===== config.mk =====
export PLATFORM = sky130hd
export DESIGN_NAME = sram_port_ctrl_flat
export DESIGN_NICKNAME = d
export VERILOG_FILES = /design/src/rtl/sram_ctrl_pkg.sv /design/src/rtl/sram_port_ctrl_if.sv /design/src/rtl/sram_ctrl_rsp_fifo.sv /design/src/rtl/sram_port_ctrl.sv /design/src/flat_wrapper.sv
export SDC_FILE = /design/constraint.sdc
export NUM_CORES = 1
export LEC_CHECK = 0
export BUFFER_PORTS_ARGS = -buffer_cell sky130_fd_sc_hd__buf_2
export CORE_MARGIN = 4
export CORE_UTILIZATION = 40
export DETAILED_ROUTE_END_ITERATION = 16
export GPL_TIMING_DRIVEN = 0
export PLACE_DENSITY = 0.65
export SLEW_MARGIN = 20
export SYNTH_ARGS = -nofsm -noshare
export SYNTH_HDL_FRONTEND = slang
export SYNTH_SLANG_ARGS = --single-unit

===== constraint.sdc =====
create_clock -name clk0 -period 2.47 [get_ports clk0]
set_input_delay 0.247 -clock clk0 [delete_from_list [all_inputs] [get_ports clk0]]
set_output_delay 0.247 -clock clk0 [all_outputs]
set_load 0.1 [all_outputs]

===== src/rtl/sram_ctrl_pkg.sv =====
// Shared types and helpers for the SRAM port controller.
// Contents: bist_state_e (BIST sequencer states) and bist_pattern(), the
// per-address data pattern written and expected by the optional BIST.
package sram_ctrl_pkg;

  typedef enum logic [2:0] {
    BIST_IDLE  = 3'd0,
    BIST_DRAIN = 3'd1,
    BIST_WRITE = 3'd2,
    BIST_READ  = 3'd3,
    BIST_FLUSH = 3'd4,
    BIST_DONE  = 3'd5
  } bist_state_e;

  // Wide enough for any practical address/data width; callers truncate.
  localparam int unsigned PAT_W = 32;

  // Pattern for address a: low data bits of the address XOR the seed.
  function automatic logic [PAT_W-1:0] bist_pattern(input logic [PAT_W-1:0] addr,
                                                     input logic [PAT_W-1:0] seed);
    return addr ^ seed;
  endfunction

endpackage


===== src/rtl/sram_port_ctrl_if.sv =====
// Request/response stream bundle between an initiator and sram_port_ctrl.
// master: initiator side (drives req_*, rsp_ready).
// slave : controller side (drives req_ready, rsp_valid, rsp_rdata).
interface sram_port_ctrl_if #(
  parameter int DATA_WIDTH = 2,
  parameter int ADDR_WIDTH = 4
);
  logic                  req_valid;
  logic                  req_ready;
  logic                  req_we;
  logic [ADDR_WIDTH-1:0] req_addr;
  logic [DATA_WIDTH-1:0] req_wdata;
  logic                  rsp_valid;
  logic                  rsp_ready;
  logic [DATA_WIDTH-1:0] rsp_rdata;

  modport master (
    output req_valid, req_we, req_addr, req_wdata, rsp_ready,
    input  req_ready, rsp_valid, rsp_rdata
  );

  modport slave (
    input  req_valid, req_we, req_addr, req_wdata, rsp_ready,
    output req_ready, rsp_valid, rsp_rdata
  );
endinterface


===== src/rtl/sram_ctrl_rsp_fifo.sv =====
// Synchronous response FIFO with occupancy count.
// Ports: clk/rst (async active-high), push/push_data, pop/pop_data
// (head entry, valid while count!=0), count (entries held).
// Push and pop in the same cycle keep the count and preserve order;
// pop when empty is ignored; push when full is dropped unless a pop frees a slot.
module sram_ctrl_rsp_fifo #(
  parameter  int WIDTH = 2,
  parameter  int DEPTH = 2,
  localparam int PW    = (DEPTH > 1) ? $clog2(DEPTH) : 1,
  localparam int CW    = $clog2(DEPTH + 1)
) (
  input  logic             clk,
  input  logic             rst,
  input  logic             push,
  input  logic [WIDTH-1:0] push_data,
  input  logic             pop,
  output logic [WIDTH-1:0] pop_data,
  output logic [CW-1:0]    count
);
  logic [WIDTH-1:0] mem_r [DEPTH];
  logic [PW-1:0]    wr_ptr_r;
  logic [PW-1:0]    rd_ptr_r;
  logic [CW-1:0]    count_r;
  logic             do_push_s;
  logic             do_pop_s;

  function automatic logic [PW-1:0] ptr_inc(input logic [PW-1:0] p);
    return (p == PW'(DEPTH - 1)) ? '0 : p + PW'(1);
  endfunction

  // Qualify push/pop against current occupancy.
  always_comb begin
    do_pop_s  = pop & (count_r != '0);
    do_push_s = push & ((count_r != CW'(DEPTH)) | do_pop_s);
  end

  // Storage, pointers and occupancy.
  always_ff @(posedge clk or posedge rst) begin
    if (rst) begin
      for (int i = 0; i < DEPTH; i++) mem_r[i] <= '0;
      wr_ptr_r <= '0;
      rd_ptr_r <= '0;
      count_r  <= '0;
    end else begin
      if (do_push_s) begin
        mem_r[wr_ptr_r] <= push_data;
        wr_ptr_r        <= ptr_inc(wr_ptr_r);
      end
      if (do_pop_s) rd_ptr_r <= ptr_inc(rd_ptr_r);
      case ({do_push_s, do_pop_s})
        2'b10:   count_r <= count_r + CW'(1);
        2'b01:   count_r <= count_r - CW'(1);
        default: count_r <= count_r;
      endcase
    end
  end

  assign pop_data = mem_r[rd_ptr_r];
  assign count    = count_r;
endmodule


===== src/rtl/sram_port_ctrl.sv =====
// Initiator front-end for an OpenRAM single-port macro.
// Ports: clk0, rst0 (async active-high); bus (sram_port_ctrl_if.slave:
// request stream in, read-response stream out); sram_csb0/web0/addr0/din0
// (registered macro controls), sram_dout0 (macro read data).
// A request accepted at edge N drives the port registers at N; the macro
// samples at N+1 and read data is captured into the response FIFO at N+2.
// Reads are credit limited to RSP_DEPTH outstanding; writes never are.
// Optional macro SRAM_BIST_EN adds bist_start/busy/done/fail/fail_addr and a
// write-then-read-back self test over the full address range.
module sram_port_ctrl
  import sram_ctrl_pkg::*;
#(
  parameter int                    DATA_WIDTH = 2,
  parameter int                    ADDR_WIDTH = 4,
  parameter int                    RSP_DEPTH  = 2,
  parameter logic [DATA_WIDTH-1:0] BIST_SEED  = DATA_WIDTH'(2'b01)
) (
  input  logic                  clk0,
  input  logic                  rst0,
  sram_port_ctrl_if.slave       bus,
  output logic                  sram_csb0,
  output logic                  sram_web0,
  output logic [ADDR_WIDTH-1:0] sram_addr0,
  output logic [DATA_WIDTH-1:0] sram_din0,
  input  logic [DATA_WIDTH-1:0] sram_dout0
`ifdef SRAM_BIST_EN
  ,
  input  logic                  bist_start,
  output logic                  bist_busy,
  output logic                  bist_done,
  output logic                  bist_fail,
  output logic [ADDR_WIDTH-1:0] bist_fail_addr
`endif
);
  localparam int CW = $clog2(RSP_DEPTH + 1);
  localparam int OW = CW + 2;

  logic                  accept_s;
  logic                  req_ready_s;
  logic                  host_block_s;
  logic                  rd_p1_r;
  logic                  rd_p2_r;
  logic [CW-1:0]         fifo_count_s;
  logic [OW-1:0]         outstanding_s;
  logic                  issue_s;
  logic                  issue_we_s;
  logic [ADDR_WIDTH-1:0] issue_addr_s;
  logic [DATA_WIDTH-1:0] issue_data_s;

`ifdef SRAM_BIST_EN
  bist_state_e           state_r;
  bist_state_e           state_nxt_s;
  logic [ADDR_WIDTH-1:0] bist_addr_r;
  logic                  bist_issue_s;
  logic                  bist_we_s;
  logic                  bist_last_s;
  logic [DATA_WIDTH-1:0] bist_pat_s;
  logic [DATA_WIDTH-1:0] bist_exp_s;
  logic                  cmp_p1_r;
  logic                  cmp_p2_r;
  logic [ADDR_WIDTH-1:0] cmp_a1_r;
  logic [ADDR_WIDTH-1:0] cmp_a2_r;
  logic                  fail_r;
  logic [ADDR_WIDTH-1:0] fail_addr_r;

  assign host_block_s = (state_r == BIST_DRAIN) || (state_r == BIST_WRITE) ||
                        (state_r == BIST_READ)  || (state_r == BIST_FLUSH);
  assign bist_last_s  = (bist_addr_r == {ADDR_WIDTH{1'b1}});
  assign bist_pat_s   = DATA_WIDTH'(bist_pattern(PAT_W'(bist_addr_r), PAT_W'(BIST_SEED)));
  assign bist_exp_s   = DATA_WIDTH'(bist_pattern(PAT_W'(cmp_a2_r), PAT_W'(BIST_SEED)));

  // BIST next-state and port-issue decode.
  always_comb begin
    state_nxt_s  = state_r;
    bist_issue_s = 1'b0;
    bist_we_s    = 1'b0;
    case (state_r)
      BIST_IDLE:  if (bist_start) state_nxt_s = BIST_DRAIN; else state_nxt_s = BIST_IDLE;
      BIST_DRAIN: if (outstanding_s == '0) state_nxt_s = BIST_WRITE; else state_nxt_s = BIST_DRAIN;
      BIST_WRITE: begin
        bist_issue_s = 1'b1;
        bist_we_s    = 1'b1;
        if (bist_last_s) state_nxt_s = BIST_READ; else state_nxt_s = BIST_WRITE;
      end
      BIST_READ: begin
        bist_issue_s = 1'b1;
        if (bist_last_s) state_nxt_s = BIST_FLUSH; else state_nxt_s = BIST_READ;
      end
      // Wait for the compare pipeline to empty before reporting.
      BIST_FLUSH: if (!cmp_p1_r && !cmp_p2_r) state_nxt_s = BIST_DONE; else state_nxt_s = BIST_FLUSH;
      BIST_DONE:  if (bist_start) state_nxt_s = BIST_DRAIN; else state_nxt_s = BIST_DONE;
      default:    state_nxt_s = BIST_IDLE;
    endcase
  end

  // BIST state, address walker, compare pipeline and fail capture.
  always_ff @(posedge clk0 or posedge rst0) begin
    if (rst0) begin
      state_r     <= BIST_IDLE;
      bist_addr_r <= '0;
      cmp_p1_r    <= 1'b0;
      cmp_p2_r    <= 1'b0;
      cmp_a1_r    <= '0;
      cmp_a2_r    <= '0;
      fail_r      <= 1'b0;
      fail_addr_r <= '0;
    end else begin
      state_r <= state_nxt_s;
      // Natural wrap from all-ones back to zero ends each phase.
      if (bist_issue_s) bist_addr_r <= bist_addr_r + ADDR_WIDTH'(1);
      else              bist_addr_r <= '0;
      cmp_p1_r <= bist_issue_s & ~bist_we_s;
      cmp_a1_r <= bist_addr_r;
      cmp_p2_r <= cmp_p1_r;
      cmp_a2_r <= cmp_a1_r;
      if (((state_r == BIST_IDLE) || (state_r == BIST_DONE)) && bist_start) begin
        fail_r      <= 1'b0;
        fail_addr_r <= '0;
      end else if (cmp_p2_r && !fail_r && (sram_dout0 != bist_exp_s)) begin
        fail_r      <= 1'b1;
        fail_addr_r <= cmp_a2_r;
      end
    end
  end

  assign bist_busy      = host_block_s;
  assign bist_done      = (state_r == BIST_DONE);
  assign bist_fail      = fail_r;
  assign bist_fail_addr = fail_addr_r;
`else
  assign host_block_s = 1'b0;
`endif

  // Credits: reads in the two pipeline stages plus responses still queued.
  always_comb begin
    outstanding_s = OW'(fifo_count_s) + OW'(rd_p1_r) + OW'(rd_p2_r);
    req_ready_s   = ~host_block_s & ((outstanding_s < OW'(RSP_DEPTH)) | bus.req_we);
    accept_s      = bus.req_valid & req_ready_s;
  end

  // Select who drives the macro this cycle: host request or BIST walker.
  always_comb begin
    issue_s      = accept_s;
    issue_we_s   = bus.req_we;
    issue_addr_s = bus.req_addr;
    issue_data_s = bus.req_wdata;
`ifdef SRAM_BIST_EN
    if (bist_issue_s) begin
      issue_s      = 1'b1;
      issue_we_s   = bist_we_s;
      issue_addr_s = bist_addr_r;
      issue_data_s = bist_pat_s;
    end else begin
      issue_s      = accept_s;
    end
`endif
  end

  // Macro port registers and host read-tracking pipeline.
  always_ff @(posedge clk0 or posedge rst0) begin
    if (rst0) begin
      sram_csb0  <= 1'b1;
      sram_web0  <= 1'b1;
      sram_addr0 <= '0;
      sram_din0  <= '0;
      rd_p1_r    <= 1'b0;
      rd_p2_r    <= 1'b0;
    end else begin
      sram_csb0 <= ~issue_s;
      sram_web0 <= ~(issue_s & issue_we_s);
      if (issue_s) begin
        sram_addr0 <= issue_addr_s;
        sram_din0  <= issue_data_s;
      end
      rd_p1_r <= accept_s & ~bus.req_we;
      rd_p2_r <= rd_p1_r;
    end
  end

  // Macro output is valid two edges after accept; queue it here.
  sram_ctrl_rsp_fifo #(
    .WIDTH(DATA_WIDTH),
    .DEPTH(RSP_DEPTH)
  ) u_rsp_fifo (
    .clk      (clk0),
    .rst      (rst0),
    .push     (rd_p2_r),
    .push_data(sram_dout0),
    .pop      (bus.rsp_valid & bus.rsp_ready),
    .pop_data (bus.rsp_rdata),
    .count    (fifo_count_s)
  );

  assign bus.req_ready = req_ready_s;
  assign bus.rsp_valid = (fifo_count_s != '0);
endmodule

===== src/flat_wrapper.sv =====
// flat-port wrapper written by rule: the top's interface ports become plain ports
module sram_port_ctrl_flat import sram_ctrl_pkg::*;
#(
  parameter int                    DATA_WIDTH = 2,
  parameter int                    ADDR_WIDTH = 4,
  parameter int                    RSP_DEPTH  = 2,
  parameter logic [DATA_WIDTH-1:0] BIST_SEED  = DATA_WIDTH'(2'b01)
)
  (clk0, rst0, sram_csb0, sram_web0, sram_addr0, sram_din0, sram_dout0, bus_req_valid, bus_req_we, bus_req_addr, bus_req_wdata, bus_rsp_ready, bus_req_ready, bus_rsp_valid, bus_rsp_rdata);
  sram_port_ctrl_if #(.DATA_WIDTH(DATA_WIDTH), .ADDR_WIDTH(ADDR_WIDTH)) bus_i ();
  input  logic clk0;
  input  logic rst0;
  output logic sram_csb0;
  output logic sram_web0;
  output logic [ADDR_WIDTH-1:0] sram_addr0;
  output logic [DATA_WIDTH-1:0] sram_din0;
  input  logic [DATA_WIDTH-1:0] sram_dout0;
  input wire logic [$bits(bus_i.req_valid)-1:0] bus_req_valid;
  input wire logic [$bits(bus_i.req_we)-1:0] bus_req_we;
  input wire logic [$bits(bus_i.req_addr)-1:0] bus_req_addr;
  input wire logic [$bits(bus_i.req_wdata)-1:0] bus_req_wdata;
  input wire logic [$bits(bus_i.rsp_ready)-1:0] bus_rsp_ready;
  output wire logic [$bits(bus_i.req_ready)-1:0] bus_req_ready;
  output wire logic [$bits(bus_i.rsp_valid)-1:0] bus_rsp_valid;
  output wire logic [$bits(bus_i.rsp_rdata)-1:0] bus_rsp_rdata;
  assign bus_i.req_valid = bus_req_valid;
  assign bus_i.req_we = bus_req_we;
  assign bus_i.req_addr = bus_req_addr;
  assign bus_i.req_wdata = bus_req_wdata;
  assign bus_i.rsp_ready = bus_rsp_ready;
  assign bus_req_ready = bus_i.req_ready;
  assign bus_rsp_valid = bus_i.rsp_valid;
  assign bus_rsp_rdata = bus_i.rsp_rdata;
  sram_port_ctrl #(.DATA_WIDTH(DATA_WIDTH), .ADDR_WIDTH(ADDR_WIDTH), .RSP_DEPTH(RSP_DEPTH), .BIST_SEED(BIST_SEED)) u_core (.clk0(clk0), .rst0(rst0), .bus(bus_i), .sram_csb0(sram_csb0), .sram_web0(sram_web0), .sram_addr0(sram_addr0), .sram_din0(sram_din0), .sram_dout0(sram_dout0));
endmodule

==> results by group <==
Run status
  – Status: finished clean

Routing
  – DRC: 0
  – Avg Vias per Cell: 4.43
  – WL final: 1.17 mm
  – Detailed-routed wire length on met3: 77 um
  – Top Metal Used: met3
  – DR WL/cell: 10.9 um
  – Met1 Wirelength: 560 um
  – 1st-iter DRT viols: 1
  – Antenna Nets Post-Route: 0
  – Met2 wire len: 528 um
  – Via count: 474
  – Drt pass-1 iters: 2

Worst setup path
  – Reg2reg end: u_core.sram_din0[0]
  – CP max FO: 5
  – Crit path cell chain: ha_1 > nand2_1 > fa_1 > a21o_2 > clkbuf_4
  – WP data arrival: 2040 ps
  – Flop2flop setup slack: 380 ps
  – RR Startpoint: u_core.u_rsp_fifo.count[0]
  – R2R depth: 6
  – CP peak stage delay: 460 ps
  – Crit path max-delay cell type: dfrtp_1
  – Worst setup EP type: output pin
  – CP required: 2220 ps
  – Setup CP Type: reg -> out
  – Worst setup SP type: flop

Synth
  – Seq/Total Area, Yosys: 59.0%
  – Commonest cells in the synthesized netlist: dfrtp_1 (16), mux2_2 (12), xnor2_1 (4)
  – Synth Area per Inst: 14.2 um^2
  – Synth top area cells: dfrtp_1 (52%), mux2_2 (18%), dfstp_2 (6.8%)
  – Most common cell in the netlist: dfrtp_1
  – Area leader, netlist: dfrtp_1
  – Post-synthesis instance area: 768 um^2
  – Synth Register Bits: 18
  – Syn_nets: 70
  – Synth unique cells: 16
  – Async S/R FF share, synth: 100%
  – Warnings from Yosys: 0
  – Post-Synthesis Cells: 54
  – Post-synth EDFFs: 0
  – Post-synth top area share: 52.1%
  – Main synth FF type: dfrtp_1

Global route
  – Global-route wire length before repair: 2.13 mm
  – Antenna violations before repair: 0
  – Gr ovfl total: 0
  – Number of global-route vias before repair: 483
  – Largest net degree at the start of global routing: 19
  – Total GRT Usage: 10.9%

Timing
  – Max_slew headroom: 56.3%
  – Worst slew pin tran: 655 ps
  – TNS Setup: 0 ps
  – Slew Viols, Final: 0
  – Final Cycle Share: 92.5%
  – RSZ-0062 raised after global routing: false
  – Final hold violations: 0
  – Achievable Freq: 438 MHz
  – Final Setup Violations: 0
  – Clk_skew: 7.96 ps
  – Minimum clock period: 2280 ps

Clocking
  – Num CTS Buffers: 3
  – H-tree depth: 1
  – Root Driver: clkbuf_4
  – Post-CTS sizing: 0
  – Clock-pin slew on the worst setup and hold paths: 110 ps
  – CTS tree: built
  – Clock latency at the later pin of the worst-skew pair: 290 ps
  – Hold-fix buffers, CTS: 0
  – Post-CTS Setup Inserts: 0
  – Deepest clock path buffer count: 2
  – Clock sink count: 18

Placement
  – Routability cong.: 0.696
  – # port buffers: 24
  – Dpl hpwl: 923 um
  – Placed Area: 921 um^2

Die
  – Die Area: 2690 um^2
  – I/O Pins: 25
  – Chip height: 51.8 um
  – Starting Density: 43.5%
  – Chip width: 51.8 um
  – Core ar.: 1760 um^2
  – Site Rows: 15

Finish
  – Post-route cell area: 960 um^2
  – Layout area overhead: 24.9%
  – N_diodes: 0
  – Nets@finish: 99
  – Share of cells above drive strength 1: 57.3%
  – Number of fill cells: 175

Run
  – Max Cap Viol: 0

Hold path
  – Hold/Removal Path Class: in -> async
logic make-up after synthesis:
group | synth area share [%]
and+or+nand+nor | 9.45
buffers and inverters | 1.47
muxes | 17.6
adders and majority gates | 5.86
AOI/OAI and AO/OA | 0.978
DFF | 59.0
xor gates and xnor gates | 5.70
cell type report:
| cell class | count | area, um^2 | share of cell area, % |
|---|---|---|---|
| Inverter | 3 | 11.3 | 1.17 |
| Timing Repair Buffer | 24 | 123 | 12.8 |
| Sequential cell | 18 | 453 | 47.2 |
| Multi-Input combinational cell | 33 | 305 | 31.8 |
| Tap cell | 25 | 31.3 | 3.26 |
| Clock buffer | 4 | 36.3 | 3.78 |
layout by cell type, fill, tap and decap left out, types with 3 or more instances in the layout:
cell type,instances
clkbuf_4,4
xnor2_1,4
nor2_1,3
buf_2,23
dfrtp_1,16
mux2_2,12
nand2_1,3
inv_1,3
critical path: cells and delay by family, from the launching register on:
| family | cells | cell delay, ps |
|---|---|---|
| adder cells (fa/ha/maj) | 2 | 720 |
| flip-flops | 1 | 460 |
| buffers and inverters | 1 | 280 |
| AO/OA/AOI/OAI | 1 | 230 |
| AND/OR/NAND/NOR | 1 | 70 |
how the worst max path moves through the flow:
stage / startpoint / endpoint / slack, ps / depth (start not counted)
6_report: u_core.u_rsp_fifo.count[0] / bus_req_ready / 190 / 5
2_1_floorplan: u_core.u_rsp_fifo.count[0] / u_core.sram_addr0[0] / 170 / 6
3_3_place_gp: u_core.u_rsp_fifo.count[0] / u_core.sram_addr0[0] / 380 / 6
3_5_place_dp: u_core.u_rsp_fifo.count[0] / u_core.sram_din0[1] / 380 / 6
5_1_grt: u_core.u_rsp_fifo.count[0] / bus_req_ready / 60 / 5
4_1_cts: u_core.u_rsp_fifo.count[0] / bus_req_ready / 60 / 5
routing by layer:
metal | vias up | global-route usage, %
met3 | 0 | 3.15
met1 | 222 | 15.7
met5 | - | 0
li1 | 236 | -
met4 | 0 | 5.24
met2 | 16 | 14.6
through the flow:
stage | hold slack (ps) | setup slack [ps] | utilization (%) | cells
after floorplan | 184 | 168 | - | 54
after global placement | 368 | 378 | 52.2 | 103
after detailed placement | 377 | 377 | 52.2 | 103
after CTS | 53.2 | 64.5 | 54.3 | 107
after global routing | 74.3 | 64.6 | 54.4 | 107
final | 27.2 | 185 | 54.4 | 107
sequential cells by signal, summed over array words and instances (netlist names), 2 cells and up:
name                     flops
u_core.u_rsp_fifo.count      2
u_core.u_rsp_fifo.mem_r      4
u_core.sram_addr0            4
u_core.sram_din0             2
Power is left out: the tool's default activity adds up to more than one toggle a clock period on the data nets, which glitch-free logic cannot reach.
